`config.mk`:
```
export PLATFORM = sky130hd
export DESIGN_NAME = approx_err_monitor
export DESIGN_NICKNAME = d
export VERILOG_FILES = /design/src/rtl/approx_err_pkg.sv /design/src/rtl/approx_err_pipe.sv /design/src/rtl/approx_err_monitor.sv
export SDC_FILE = /design/constraint.sdc
export NUM_CORES = 2
export LEC_CHECK = 0
export ABC_AREA = 1
export CAP_MARGIN = 15
export CORE_MARGIN = 1
export CORE_UTILIZATION = 50
export DETAILED_ROUTE_END_ITERATION = 16
export HOLD_SLACK_MARGIN = 0.1
export MAX_ROUTING_LAYER = met4
export PLACE_DENSITY = 0.69
export SYNTH_ARGS = -nofsm -noshare
export SYNTH_HDL_FRONTEND = slang
export SYNTH_SLANG_ARGS = --single-unit
```
`constraint.sdc`:
```
create_clock -name clk -period 22.3 [get_ports clk]
set_input_delay 4.46 -clock clk [delete_from_list [all_inputs] [get_ports clk]]
set_output_delay 4.46 -clock clk [all_outputs]
set_load 0.05 [all_outputs]
```
`src/rtl/approx_err_pkg.sv`:
```
// Shared constants and FSM encoding for the approximate-multiplier error monitor.
package approx_err_pkg;

  localparam int OP_W   = 32;
  localparam int PROD_W = 64;

  typedef logic [1:0] state_t;

  localparam state_t IDLE   = 2'd0;
  localparam state_t ACCUM  = 2'd1;
  localparam state_t DRAIN  = 2'd2;
  localparam state_t REPORT = 2'd3;

endpackage

```
`src/rtl/approx_err_pipe.sv`:
```
// S1/S2 datapath: exact product, then |approx_y - exact| with the operands carried along.
// Two-cycle latency. It never stalls, so the downstream accumulators must consume every cycle.
module approx_err_pipe
  import approx_err_pkg::*;
(
  input  logic              clk,
  input  logic              rst_n,
  input  logic              in_fire,
  input  logic [OP_W-1:0]   a,
  input  logic [OP_W-1:0]   b,
  input  logic [PROD_W-1:0] approx_y,
  output logic              s1_vld,
  output logic              s2_vld,
  output logic [PROD_W-1:0] d,
  output logic [OP_W-1:0]   d_a,
  output logic [OP_W-1:0]   d_b
);

  logic [PROD_W-1:0] s1_exact;
  logic [PROD_W-1:0] s1_approx;
  logic [OP_W-1:0]   s1_a;
  logic [OP_W-1:0]   s1_b;
  logic [PROD_W:0]   diff;
  logic [PROD_W-1:0] mag;

  // The exact product never reaches 2^64, so a negative difference always fits in 64 magnitude bits.
  assign diff = {1'b0, s1_approx} - {1'b0, s1_exact};
  assign mag  = diff[PROD_W] ? (~diff[PROD_W-1:0] + 64'd1) : diff[PROD_W-1:0];

  always_ff @(posedge clk) begin
    if (!rst_n) begin
      s1_vld <= 1'b0;
      s2_vld <= 1'b0;
    end else begin
      s1_vld <= in_fire;
      s2_vld <= s1_vld;
    end
  end

  always_ff @(posedge clk) begin
    if (in_fire) begin
      s1_exact  <= PROD_W'(a) * PROD_W'(b);
      s1_approx <= approx_y;
      s1_a      <= a;
      s1_b      <= b;
    end
    if (s1_vld) begin
      d   <= mag;
      d_a <= s1_a;
      d_b <= s1_b;
    end
  end

endmodule

```
`src/rtl/approx_err_monitor.sv`:
```
// Windowed error statistics (count, saturating sum, max with operands) for an approximate multiplier.
// Report appears 3 cycles after the last sample. It is held until rpt_ready, and no input is accepted meanwhile.
module approx_err_monitor
  import approx_err_pkg::*;
#(
  parameter int WINDOW = 1024,
  parameter int CNT_W  = 32,
  parameter int SUM_W  = 80
) (
  input  logic              clk,
  input  logic              rst_n,
  input  logic              start,
  input  logic              in_valid,
  output logic              in_ready,
  input  logic [OP_W-1:0]   a,
  input  logic [OP_W-1:0]   b,
  input  logic [PROD_W-1:0] approx_y,
  output logic              busy,
  output logic              rpt_valid,
  input  logic              rpt_ready,
  output logic [CNT_W-1:0]  err_count,
  output logic [SUM_W-1:0]  err_sum,
  output logic [PROD_W-1:0] err_max,
  output logic [OP_W-1:0]   err_max_a,
  output logic [OP_W-1:0]   err_max_b,
  output logic [CNT_W-1:0]  sample_count
);

  state_t            state;
  logic              in_fire;
  logic              last_smp;
  logic              s1_vld;
  logic              s2_vld;
  logic [PROD_W-1:0] d;
  logic [OP_W-1:0]   d_a;
  logic [OP_W-1:0]   d_b;
  logic [SUM_W:0]    sum_ext;

  assign in_ready  = (state == ACCUM);
  assign busy      = (state != IDLE);
  assign rpt_valid = (state == REPORT);
  assign in_fire   = in_valid & in_ready;
  assign last_smp  = in_fire && (sample_count == CNT_W'(WINDOW - 1));
  assign sum_ext   = {1'b0, err_sum} + (SUM_W + 1)'(d);

  approx_err_pipe u_pipe (
    .clk      (clk),
    .rst_n    (rst_n),
    .in_fire  (in_fire),
    .a        (a),
    .b        (b),
    .approx_y (approx_y),
    .s1_vld   (s1_vld),
    .s2_vld   (s2_vld),
    .d        (d),
    .d_a      (d_a),
    .d_b      (d_b)
  );

  // DRAIN exits once S1 is empty; the final S2 sample lands on the same edge.
  always_ff @(posedge clk) begin
    if (!rst_n) begin
      state <= IDLE;
    end else begin
      case (state)
        IDLE:    if (start) state <= ACCUM;
        ACCUM:   if (last_smp) state <= DRAIN;
        DRAIN:   if (!s1_vld) state <= REPORT;
        REPORT:  if (rpt_ready) state <= IDLE;
        default: state <= IDLE;
      endcase
    end
  end

  always_ff @(posedge clk) begin
    if (!rst_n || (state == IDLE && start)) begin
      err_count    <= '0;
      err_sum      <= '0;
      err_max      <= '0;
      err_max_a    <= '0;
      err_max_b    <= '0;
      sample_count <= '0;
    end else begin
      if (in_fire) sample_count <= sample_count + 1'b1;
      if (s2_vld) begin
        err_count <= err_count + CNT_W'(d != '0);
        err_sum   <= sum_ext[SUM_W] ? '1 : sum_ext[SUM_W-1:0];
        // Strict compare keeps the first sample on ties.
        if (d > err_max) begin
          err_max   <= d;
          err_max_a <= d_a;
          err_max_b <= d_b;
        end
      end
    end
  end

endmodule

```
==> impl_results.md <==
* Yosys reg bits at 596
* CP most frequent cell: inv_1
* Slew headroom at 0.190
* Nets at 11100
* Rows at 137
* First-pass GRT wire length at 359 mm
* RSZ-0062 raised after global routing: false
* EDFF count, synth at 320
* ANT nets after route at 0
* Async S/R FF share, synth at 0
* CTS root buffer: clkbuf_16
* Dominant combinational cell family by area after synthesis: adder cells
* Die area at 0.142 sq mm
* CTS tree: built
* Max-cap viol count at 0
* Crit path largest cell delay at 610 ps
* Cell taking the most area after synthesis: fa_1
* Post-route DRC at 0
* Vias in the first global route at 61900
* Hold Crit Class: flip-flop to flip-flop
* Post-Synth Adder-Cell Area at 0.338
* Synth top area share at 0.255
* Core area at 0.140 sq mm
* Largest net degree at the start of global routing at 178
* Cell variety after synth at 53
* Placed instance count at 11400
* Max clock buf depth at 3
* Worst-Margin Slew at 1200 ps
* XOR/XNOR Fraction of Synth Area at 0.0220
* First-pass iteration count of the detailed router at 7
* R2r endpoint: err_max_a[24]
* FILL cells at 13100
* Setup violations, final at 0
* Worst R2R Start: u_pipe.d[47]
* Final wirelength at 234 mm
* CTS clock-pin slew for the worst setup and hold paths at 60 ps
* Vias per inst at 5.33
* Synth Area in Compound Gates at 0.0707
* Insertion delay to the later sink of the worst-skew pair at 700 ps
* Mux contribution to synthesized area at 0
* Post-DP HPWL at 187 mm
* Layout area overhead at 11.8%
* Top cells by area, synth: fa_1 26%, edfxtp_1 14%, nand2_1 13%
* Post-CTS sizing at 0
* Cts bufs inserted at 71
* Synth Net Count at 10900
* R2R cell count at 11
* GRT Overall Usage at 0.341
* Clock skew at 36.0 ps
* Startpoint Class: input pin
* Vias at 61600
* # IOs at 408
* Fin Setup TNS at 0 ps
* Clk sinks at 596
* Cell count of the worst hold path at 0
* Status: complete, no violations
* Chip height at 377 um
* Initial Util at 0.504
* Postcts setup bufs at 0
* Worst setup path end: u_pipe.s1_exact[62]
* GP Congestion at 1.00
* Cells after Synth at 9371
* Slowest cell on the critical path: fa_1
* Top FF cell, synth: edfxtp_1
* GRT Residual Overflow at 0
* Finished Layout Cells at 11600
* Yosys warns at 0
* Worst Path Arrival at 12170 ps
* Crit share post-route at 0.526
* Layout cell share with drive strength beyond 1 at 0.0285
* Starting DRT DRC Count at 5557
* Final Hold Fails at 0
* Post-Syn Area per Cell at 7.52 sq um
* Cts hold-fix bufs at 0
* Simple-gate portion of the synthesized area at 0.213
* Post-DR wirelength/cell at 20.2 um
* CTS H-Tree Depth at 3
* Worst Path Max Fanout at 33
* Pins Over Slew Limit at 0
* Initial antenna violation count at 7
* Post-synthesis instance area at 0.0705 sq mm
* CP required at 22730 ps
* Part of the Yosys area used for sequential elements at 0.215
* Tmin final at 11740 ps
* Crit path from: a[18]
* CP endpoint kind: flip-flop
* Port-buffer cells at 407
* Crit Path Class: input pin to flip-flop
* Die Wd at 377 um
* Reg-to-reg slack, setup at 17890 ps
* Fmax at 0.0852 GHz
==> Yosys cell counts, types with 3 or more instances <==
cell type / instances
nor3b_1: 6
buf_1: 9
a211oi_1: 7
ha_1: 464
edfxtp_1: 320
inv_2: 7
nor3_1: 67
nor4_1: 32
nand2_1: 2423
o21ai_1: 4
nand3_2: 16
buf_2: 28
dfxtp_1: 276
nand3_1: 259
o21a_1: 19
buf_4: 4
o21ai_0: 255
fa_1: 898
and2_1: 8
and3_1: 5
a21oi_1: 528
a21boi_0: 12
clkbuf_1: 262
nand2_2: 19
nor2_2: 19
a21o_1: 8
xor2_1: 125
nor2_4: 5
o311ai_0: 3
o221ai_1: 5
o211ai_1: 8
nand3b_1: 87
xnor2_1: 52
nor2_1: 641
inv_1: 2333
nand4_1: 69
o2111ai_1: 3
o21bai_1: 21
a31oi_1: 43
==> registers in the layout (all words and copies together) (netlist names), 2 cells and up <==
register,count
u_pipe.d_b,32
err_max,64
err_max_a,32
u_pipe.s1_exact,64
err_max_b,32
err_count,32
err_sum,80
state,2
u_pipe.s1_b,32
u_pipe.d_a,32
u_pipe.d,64
sample_count,32
u_pipe.s1_a,32
u_pipe.s1_approx,64
==> routing by layer <==
layer,global-route usage,routed length [um],vias to the layer above
met2,0.549,111000,2534
met4,0.124,8740,0
li1,-,-,28700
met5,-,0,-
met1,0.444,97600,29900
met3,0.0399,17000,467
==> layout make-up <==
type	count	area, sq um	area share
well taps	1876	2350	0.0298
flip-flops and latches	596	15100	0.192
multi-input cells	6130	45400	0.576
clock inverters	44	553	0.00702
diodes	2	5.00	0.0000635
repair buffers	482	4640	0.0589
inverters	2342	8800	0.112
clock buffers	86	1910	0.0242
==> stage by stage <==
step	util	instance area [sq um]	setup slack (ps)	hold slack (ps)
2_1_floorplan	-	70500	11490	400
3_3_place_gp	0.546	76300	9880	400
3_5_place_dp	0.546	76300	9950	405
4_1_cts	0.564	78800	10680	405
5_1_grt	0.564	78800	10280	418
6_report	0.564	78800	10560	408
==> cells in the final DEF (no fill, tap or decap), types with 16 or more instances in the layout <==
master / synthesis / final
xor2_1: 125 / 125
a31oi_1: 43 / 42
buf_4: 4 / 73
nand3_1: 259 / 259
o21ai_0: 255 / 255
xnor2_1: 52 / 52
o21bai_1: 21 / 21
a21oi_1: 528 / 526
edfxtp_1: 320 / 320
fa_1: 898 / 898
o21a_1: 19 / 19
nor2_1: 641 / 641
dfxtp_1: 276 / 274
nor2_2: 19 / 19
nand3b_1: 87 / 87
inv_1: 2333 / 2331
nor3_1: 67 / 67
nand2_2: 19 / 19
nor4_1: 32 / 32
ha_1: 464 / 464
clkbuf_16: 0 / 72
clkdlybuf4s50_1: 0 / 402
nand2_1: 2423 / 2422
nand3_2: 16 / 16
nand4_1: 69 / 69
==> worst min path at each step <==
stage,slack (ps),from,to
2_1_floorplan,400,u_pipe.s1_a[0],u_pipe.d_a[0]
3_3_place_gp,400,u_pipe.s1_b[5],u_pipe.d_b[5]
3_5_place_dp,400,u_pipe.s1_a[0],u_pipe.d_a[0]
4_1_cts,400,u_pipe.s1_a[3],u_pipe.d_a[3]
5_1_grt,420,u_pipe.s1_a[3],u_pipe.d_a[3]
6_report,410,u_pipe.s1_a[3],u_pipe.d_a[3]
==> kinds of logic (layout without fill, tap and decap cells) <==
kind of cell	count (synthesis)	after routing
other	0	2
XOR/XNOR	177	177
AND/OR/NAND/NOR	3661	3661
AO/OA/AOI/OAI	930	930
flip-flops	596	596
buffers and inverters	2645	2954
adder cells (fa/ha/maj)	1362	1362
==> worst max-delay path: cells and delay by family <==
family	cells	cell delay, ps
fa+ha+maj	9	4500
xor+xnor	1	170
buf+inv	11	1540
simple gates	6	830
compound gates	2	640
Power is left out: the tool's default activity adds up to more than one toggle a clock period on the data nets, which glitch-free logic cannot reach.
